<file path="src/rtl/fabric_reset_ctrl_if.sv">
// Signal bundle between the fabric reset controller and its environment.
// The slave side is the controller; the master side drives lock and requests.
interface fabric_reset_ctrl_if;
   logic       LOCK;
   logic       SW_RESET_REQ;
   logic       LOCK_LOST_CLR;
   logic       FAB_RESET_N;
   logic       READY;
   logic       LOCK_LOST;
   logic [1:0] STATE;

   modport slave (
      input  LOCK,
      input  SW_RESET_REQ,
      input  LOCK_LOST_CLR,
      output FAB_RESET_N,
      output READY,
      output LOCK_LOST,
      output STATE
   );

   modport master (
      output LOCK,
      output SW_RESET_REQ,
      output LOCK_LOST_CLR,
      input  FAB_RESET_N,
      input  READY,
      input  LOCK_LOST,
      input  STATE
   );
endinterface

</file>
<file path="src/rtl/fabric_reset_ctrl.sv">
// Fabric reset generator: qualifies CCC lock, stretches reset, re-asserts on
// lock loss or software request, and keeps a sticky lock-loss flag.
//
//  state     | meaning
//  ----------+----------------------------------------------------------
//  RESET     | waiting for synchronised RESET_N release
//  WAIT_LOCK | counting consecutive cycles of lock_s=1
//  HOLD      | lock qualified, stretching fabric reset
//  RUN       | fabric reset released, READY=1
module fabric_reset_ctrl #(
   parameter int SYNC_STAGES        = 2,
   parameter int LOCK_STABLE_CYCLES = 1024,
   parameter int RESET_HOLD_CYCLES  = 16,
   parameter int CNT_W              = 16
) (
   input logic                 CLK,
   input logic                 RESET_N,
   fabric_reset_ctrl_if.slave  bus
);

   typedef enum logic [1:0] {
      S_RESET     = 2'b00,
      S_WAIT_LOCK = 2'b01,
      S_HOLD      = 2'b10,
      S_RUN       = 2'b11
   } state_t;

   localparam logic [CNT_W-1:0] LOCK_TC = CNT_W'(LOCK_STABLE_CYCLES - 1);
   localparam logic [CNT_W-1:0] HOLD_TC = CNT_W'(RESET_HOLD_CYCLES - 1);

   logic [SYNC_STAGES-1:0] r_rst_sync;
   logic [SYNC_STAGES-1:0] r_lock_sync;
   state_t                 r_state;
   logic [CNT_W-1:0]       r_cnt;
   logic                   r_fab_reset_n;
   logic                   r_ready;
   logic                   r_lock_lost;

   state_t                 w_state_nxt;
   logic [CNT_W-1:0]       w_cnt_nxt;
   logic                   w_lost_set;
   logic                   w_rst_s;
   logic                   w_lock_s;

   assign w_rst_s  = r_rst_sync[SYNC_STAGES-1];
   assign w_lock_s = r_lock_sync[SYNC_STAGES-1];

   // Assertion is async through the flop clears; only release is synchronised.
   always_ff @(posedge CLK or negedge RESET_N) begin
      if (!RESET_N) begin
         r_rst_sync  <= '0;
         r_lock_sync <= '0;
      end else begin
         r_rst_sync  <= {r_rst_sync[SYNC_STAGES-2:0], 1'b1};
         r_lock_sync <= {r_lock_sync[SYNC_STAGES-2:0], bus.LOCK};
      end
   end

   always_comb begin
      w_state_nxt = r_state;
      w_cnt_nxt   = r_cnt;
      w_lost_set  = 1'b0;
      case (r_state)
         S_RESET: begin
            w_cnt_nxt = '0;
            if (w_rst_s) w_state_nxt = S_WAIT_LOCK;
         end
         S_WAIT_LOCK: begin
            if (!w_lock_s) begin
               w_cnt_nxt = '0;
            end else if (r_cnt == LOCK_TC) begin
               w_state_nxt = S_HOLD;
               w_cnt_nxt   = '0;
            end else begin
               w_cnt_nxt = r_cnt + 1'b1;
            end
         end
         S_HOLD: begin
            if (!w_lock_s) begin
               w_state_nxt = S_WAIT_LOCK;
               w_cnt_nxt   = '0;
            end else if (r_cnt == HOLD_TC) begin
               w_state_nxt = S_RUN;
               w_cnt_nxt   = '0;
            end else begin
               w_cnt_nxt = r_cnt + 1'b1;
            end
         end
         S_RUN: begin
            // Lock loss takes priority over a simultaneous software request.
            if (!w_lock_s) begin
               w_state_nxt = S_WAIT_LOCK;
               w_cnt_nxt   = '0;
               w_lost_set  = 1'b1;
            end else if (bus.SW_RESET_REQ) begin
               w_state_nxt = S_HOLD;
               w_cnt_nxt   = '0;
            end
         end
         default: begin
            w_state_nxt = S_RESET;
            w_cnt_nxt   = '0;
         end
      endcase
   end

   always_ff @(posedge CLK or negedge RESET_N) begin
      if (!RESET_N) begin
         r_state       <= S_RESET;
         r_cnt         <= '0;
         r_fab_reset_n <= 1'b0;
         r_ready       <= 1'b0;
         r_lock_lost   <= 1'b0;
      end else begin
         r_state       <= w_state_nxt;
         r_cnt         <= w_cnt_nxt;
         r_fab_reset_n <= (w_state_nxt == S_RUN);
         r_ready       <= (w_state_nxt == S_RUN);
         if (w_lost_set)             r_lock_lost <= 1'b1;
         else if (bus.LOCK_LOST_CLR) r_lock_lost <= 1'b0;
      end
   end

   assign bus.FAB_RESET_N = r_fab_reset_n;
   assign bus.READY       = r_ready;
   assign bus.LOCK_LOST   = r_lock_lost;
   assign bus.STATE       = r_state;

endmodule

</file>
<file path="src/flat_wrapper.sv">
// flat-port wrapper written by rule: the top's interface ports become plain ports
module fabric_reset_ctrl_flat 
#(
   parameter int SYNC_STAGES        = 2,
   parameter int LOCK_STABLE_CYCLES = 1024,
   parameter int RESET_HOLD_CYCLES  = 16,
   parameter int CNT_W              = 16
)
  (CLK, RESET_N, bus_LOCK, bus_SW_RESET_REQ, bus_LOCK_LOST_CLR, bus_FAB_RESET_N, bus_READY, bus_LOCK_LOST, bus_STATE);
  fabric_reset_ctrl_if bus_i ();
  input logic CLK;
  input logic RESET_N;
  input wire logic [$bits(bus_i.LOCK)-1:0] bus_LOCK;
  input wire logic [$bits(bus_i.SW_RESET_REQ)-1:0] bus_SW_RESET_REQ;
  input wire logic [$bits(bus_i.LOCK_LOST_CLR)-1:0] bus_LOCK_LOST_CLR;
  output wire logic [$bits(bus_i.FAB_RESET_N)-1:0] bus_FAB_RESET_N;
  output wire logic [$bits(bus_i.READY)-1:0] bus_READY;
  output wire logic [$bits(bus_i.LOCK_LOST)-1:0] bus_LOCK_LOST;
  output wire logic [$bits(bus_i.STATE)-1:0] bus_STATE;
  assign bus_i.LOCK = bus_LOCK;
  assign bus_i.SW_RESET_REQ = bus_SW_RESET_REQ;
  assign bus_i.LOCK_LOST_CLR = bus_LOCK_LOST_CLR;
  assign bus_FAB_RESET_N = bus_i.FAB_RESET_N;
  assign bus_READY = bus_i.READY;
  assign bus_LOCK_LOST = bus_i.LOCK_LOST;
  assign bus_STATE = bus_i.STATE;
  fabric_reset_ctrl #(.SYNC_STAGES(SYNC_STAGES), .LOCK_STABLE_CYCLES(LOCK_STABLE_CYCLES), .RESET_HOLD_CYCLES(RESET_HOLD_CYCLES), .CNT_W(CNT_W)) u_core (.CLK(CLK), .RESET_N(RESET_N), .bus(bus_i));
endmodule
</file>
<file path="config.mk">
export PLATFORM = sky130hd
export DESIGN_NAME = fabric_reset_ctrl_flat
export DESIGN_NICKNAME = d
export VERILOG_FILES = /design/src/rtl/fabric_reset_ctrl_if.sv /design/src/rtl/fabric_reset_ctrl.sv /design/src/flat_wrapper.sv
export SDC_FILE = /design/constraint.sdc
export NUM_CORES = 1
export LEC_CHECK = 0
export ABC_CLOCK_PERIOD_IN_PS = 1900
export CAP_MARGIN = 20
export CELL_PAD_IN_SITES_DETAIL_PLACEMENT = 2
export CELL_PAD_IN_SITES_GLOBAL_PLACEMENT = 2
export CORE_MARGIN = 2
export CORE_UTILIZATION = 30
export DETAILED_ROUTE_END_ITERATION = 6
export HOLD_SLACK_MARGIN = 0.1
export PLACE_DENSITY_LB_ADDON = 0.1
export SLEW_MARGIN = 20
export SYNTH_ARGS = -nofsm -noshare
export SYNTH_HDL_FRONTEND = slang
export SYNTH_SLANG_ARGS = --single-unit
</file>
<file path="constraint.sdc">
create_clock -name CLK -period 1.9 [get_ports CLK]
set_clock_uncertainty 0.2 [all_clocks]
set_input_delay 0.285 -clock CLK [delete_from_list [all_inputs] [get_ports CLK]]
set_output_delay 0.285 -clock CLK [all_outputs]
set_load 0.01 [all_outputs]
</file>
; Word-level counts from Yosys, hierarchy flattened
; Index checks and enable logic that the tools add are counted.
[totals]
ff_bits = 24
input_bits = 5
out_inout_bits = 5
wordCells = 35
[op_classes]
addsub = 1
eq_ne = 7
n_mux = 19
n_reduce_logical = 2
[op_table]
columns = cell, count
row1 = 16-bit 2-to-1 mux, 6
row2 = 16-bit one-hot mux with 4 select lines, 1
row3 = 16-bit by 1-bit adder with 16-bit output (second input constant), 1
row4 = 16-bit by 10-bit equality test with 1-bit output (second input constant), 1
row5 = 16-bit by 4-bit equality test with 1-bit output (second input constant), 1
row6 = 2-bit 2-to-1 mux, 7
row7 = 2-bit one-hot mux with 4 select lines, 1
row8 = 2-bit equality test (second input constant), 3
row9 = 1-bit 2-to-1 mux, 4
row10 = 3-bit inequality test (second input constant), 1
row11 = 2-bit by 1-bit equality test with 1-bit output (second input constant), 1
row12 = 2-bit logical NOT, 1
row13 = 2-bit nonzero test, 1

; Longest topological paths before layout
[depth]
ltp_word = 5
ltp_mapped = 9
ltp_nobuf = 8

; Worst setup path before layout
; Ideal clock, no wire load.
[synth_timing]
path_kind = reg-to-reg
from = reg u_core.r_cnt[0]
to = reg u_core.r_fab_reset_n, in the netlist u_core.bus.FAB_RESET_N
setup_time_ns = 0.119
arrival_time_ns = 1.701
required_time_ns = 1.581
setup_slack_ns = -0.120
stages_incl_launch_ff = 9
synth_period_minus_slack_ns = 2.020
cell_sequence = dfrtp_1 ha_1 and3_1 buf_2 nand4_2 nor2_1 or3_1 and3_1 and2_1
[synth_between]
elab_chain_len = 5
[synth_lines]
columns = item, line
row1 = start: declaration, fabric_reset_ctrl.sv:34  ; logic [CNT_W-1:0] r_cnt;
row2 = start signal: assignment, fabric_reset_ctrl.sv:116  ; r_cnt <= w_cnt_nxt;
row3 = 16-bit by 4-bit equality test with 1-bit output or 16-bit by 10-bit equality test with 1-bit output (tied branches), "fabric_reset_ctrl.sv:82, fabric_reset_ctrl.sv:71"
row4 = "2-bit 2-to-1 mux, on equally long branches", "fabric_reset_ctrl.sv:82, fabric_reset_ctrl.sv:71"
row5 = "2-bit 2-to-1 mux, on equally long branches", "fabric_reset_ctrl.sv:79, fabric_reset_ctrl.sv:69"
row6 = 2-bit one-hot mux with 4 select lines *, fabric_reset_ctrl.sv:63  ; case (r_state)
row7 = net u_core.w_state_nxt[1], fabric_reset_ctrl.sv:39  ; state_t w_state_nxt;
row8 = 2-bit equality test *, fabric_reset_ctrl.sv:117  ; r_fab_reset_n <= (w_state_nxt == S_RUN);
row9 = end signal: assignment, fabric_reset_ctrl.sv:117
row10 = end: declaration, fabric_reset_ctrl.sv:35  ; logic r_fab_reset_n;
; The timed path passes the listed nets; every way through them passes the cells marked *.
; A chain may end at the register's enable or synchronous reset.

; Worst setup path in the final report
[layout_timing]
from = reg u_core.r_cnt[1]
to = reg u_core.r_cnt[14]
[layout_between]
elab_chain_len = 4
[layout_lines]
columns = item, line
row1 = 16-bit by 1-bit adder with 16-bit output (tied with other cells), "fabric_reset_ctrl.sv:75, fabric_reset_ctrl.sv:86"
row2 = "16-bit 2-to-1 mux, on equally long branches", "fabric_reset_ctrl.sv:82, fabric_reset_ctrl.sv:71"
row3 = "16-bit 2-to-1 mux, on equally long branches", "fabric_reset_ctrl.sv:79, fabric_reset_ctrl.sv:69"
row4 = 16-bit one-hot mux with 4 select lines *, fabric_reset_ctrl.sv:63
; Mark *: on every way between the ends. The rest lies on a longest branch, timed or not.

==> summary.txt <==
Power and ir drop
  • Sw Share: 32.2%
  • Leak: 0.948 nW
  • Internal power: 993 uW
  • Peak supply drop: 0.000329 V
  • Psw: 471 uW
  • Clock power share: 21.7%
  • P per Cell Area: 679 nW/um^2
  • Sequential power share: 37.9%
  • Pwr Total: 1.46 mW
  • Gate power share: 40.4%

Route
  • DRC errors left: 0
  • Post-route ant nets: 0
  • Routed via count: 1373
  • Routed length on met3: 64 um
  • DRT Pass-1 Iters: 4
  • Vias per cell: 5.30
  • Routed wire length: 4.70 mm
  • DRT iter0 DRCs: 29
  • DRT met1 WL: 2.05 mm
  • Met2 WL: 2.54 mm
  • Drt wl/cell: 18.1 um
  • Top layer in use: met4

Clock network
  • Clk Tree Root Cell: clkbuf_8
  • CTS Buf Count: 3
  • Worst skew pair latency: 270 ps
  • Cts hold-fix bufs: 0
  • Clock transition at path regs: 90 ps
  • Max clock buf depth: 2
  • CTS H-tree depth: 1
  • CTS tree: done
  • CTS sink cnt: 24

Yosys
  • Adder-cell area share of the yosys netlist: 4.54%
  • Post-synth EDFFs: 0
  • Dominant synthesized flop cell: dfrtp_1
  • Leading area contributor after synthesis: dfrtp_1
  • Mux cell area share after synthesis: 0.727%
  • Xor/xnor share of the synthesized area: 0%
  • Synth Area in Simple Gates: 29.4%
  • Post-Syn Instances: 153
  • Register area share after synthesis: 43.6%
  • Post-Syn Area: 1380 um^2
  • Post-synth top area share: 43.6%
  • Largest family of logic cells by synthesized area: simple AND/OR/NAND/NOR gates
  • Synth warn: 0
  • Synth area leaders: dfrtp_1 44%, o21ai_0 7.6%, nand2_1 6.0%
  • Syn avg cell area: 9.00 um^2
  • Synth cell types: 39
  • Synth Register Bits: 24
  • Post-Syn Nets: 163
  • Synth Area in Compound Gates: 17.4%
  • Ys async rst share: 100%

Setup path
  • Crit Path Class: reg -> reg
  • Worst reg2reg path depth: 7
  • Reg-to-Reg End: u_core.r_cnt[14]
  • CP Launch Type: flip-flop
  • Crit path capture type: flip-flop
  • Critical Path Fanout Max: 6
  • Worst r2r src: u_core.r_cnt[1]
  • Setup slack, reg-to-reg: -240 ps
  • Critical Path RT: 1890 ps
  • Worst EP arrival: 2130 ps

Cells and area
  • Share of layout cells above drive strength 1: 47.8%
  • Area Growth Syn to Fin: 56.4%
  • Fin area: 2150 um^2
  • Reg area: 604 um^2
  • Leading cell type in the layout, fill and taps excluded: buf_4
  • Fillers: 459
  • Post-layout util: 49.1%
  • Final Net Count: 218
  • Most frequent cells in the layout: 42 x buf_4, 21 x nand2_1, 21 x dfrtp_1, 9 x nor2_1, 9 x o21ai_1
  • Area of the multi-input gates: 958 um^2
  • ANT cells: 0

Status
  • Status: finished with violations
  • Failing checks: setup timing

Min path
  • WHS Endpoint: u_core.r_rst_sync[1]
  • Hold Crit Depth: 0
  • Hold Path Origin: u_core.r_rst_sync[0]
  • HP Class: reg -> reg

STA
  • Final Hold Viols: 0
  • Final WS setup: -243 ps
  • Setup Viol. Count Final: 17
  • RSZ-0062 raised after global routing: true
  • Tcrit/Tclk final: 113%
  • Final min period: 2140 ps
  • Slew Limit Fails: 0
  • F_max: 0.467 GHz

Die
  • Rows: 24
  • Die Ht: 71.8 um
  • Initial Utilization: 31.4%
  • Core area: 4380 um^2
  • Ports: 10
  • Die W: 71.8 um
  • Die ar.: 5150 um^2

Global route
  • Grt total ovfl: 0
  • Gr usage total: 19.1%
  • First-pass GRT wire length: 7.60 mm
  • Largest net degree at the start of global routing: 25
  • Initial antenna violation count: 0
  • Vias in the first global route: 1552

Placed design
  • RePlAce Congestion: 0.751
  • Post-DP Area: 1800 um^2
  • Pre-CTS setup slack: -273 ps
  • Port bufs: 9
  • Final HPWL DP: 3.44 mm

Flow run
  • MaxCap Viol Count: 0
==> synth_stat cells (2+ instances only) <==
cell type / n
dfrtp_1: 24
nand2_1: 22
o21ai_0: 21
nor2_1: 11
nand3_1: 8
inv_1: 6
a21oi_1: 5
and3_1: 5
ha_1: 5
nand4_1: 5
or3_1: 4
o31ai_1: 3
a31oi_1: 2
buf_2: 2
buf_4: 2
clkbuf_1: 2
nand2b_1: 2
nor3_1: 2
o311ai_0: 2
==> metrics by stage <==
| stage | instances | hold slack (ps) | setup TNS, ps |
|---|---|---|---|
| finish | 259 | 153 | -2140 |
| global placement | 245 | 134 | -1700 |
| detailed placement | 245 | 136 | -2680 |
| floorplan | 153 | -211 | -30.0 |
| global route | 259 | 166 | -4260 |
| CTS | 253 | 158 | -2070 |
==> layout make-up <==
| cell class | count | area share, % |
|---|---|---|
| multi-input combinational | 117 | 44.5 |
| sequential | 24 | 28.0 |
| timing repair buffer | 56 | 21.3 |
| tap | 52 | 3.02 |
| clock buffer | 4 | 2.09 |
| inverter | 6 | 1.05 |
==> worst max-delay path: stages (launching register included) <==
cell and delay, ps:
dfrtp_1 400, ha_2 200, and4b_1 210, nand4_1 160
a22oi_2 120, buf_6 160, or3_4 370, o31ai_4 240
==> logic make-up (layout without fill, tap and decap cells) <==
logic type      after synthesis  after routing
compound gates               39             39
other cells                   1              1
mux                           1              1
flops                        24             24
buf+inv                      12             66
fa+ha+maj                     5              5
simple gates                 71             71
==> worst max path at each step <==
stage               slack (ps)                 from                endpoint
global route              -340      u_core.r_cnt[0]        u_core.r_cnt[14]
CTS                       -220     u_core.r_cnt[10]        u_core.r_cnt[15]
detailed placement        -270  u_core.bus.STATE[1]        u_core.r_cnt[12]
global placement          -180      u_core.r_cnt[8]        u_core.r_cnt[15]
floorplan                  -30      u_core.r_cnt[1]  u_core.bus.FAB_RESET_N
finish                    -240      u_core.r_cnt[1]        u_core.r_cnt[14]
==> repair_timing <==
action | CTS | global route
pin swaps | 6 | 8
endpoints found under the hold margin | 0 | 0
resized for setup | 36 | 34
setup buffers | 4 | 6
endpoints found under the setup margin | 18 | 19
==> power groups by stage <==
stage / registers, mW / logic (mW) / clock network (mW)
after floorplan: 0.574 / 0.198 / 0
after global placement: 0.567 / 0.348 / 0
after detailed placement: 0.570 / 0.369 / 0
after global routing: 0.557 / 0.646 / 0.356
after CTS: 0.554 / 0.452 / 0.338
final: 0.555 / 0.592 / 0.317
==> flip-flops by register name (all words and copies together) (netlist names) <==
name and count:
u_core.bus.STATE 2, u_core.bus.FAB_RESET_N 1, u_core.bus.LOCK_LOST 1, u_core.r_cnt 16
u_core.r_lock_sync 2, u_core.r_rst_sync 2
==> per-layer routing <==
metal	GRT usage, %	vias to the layer above
met5	0	-
met4	4.40	0
met3	2.11	5
met2	34.2	10
met1	24.7	696
li1	-	662
(Power assumes the default switching activity.)
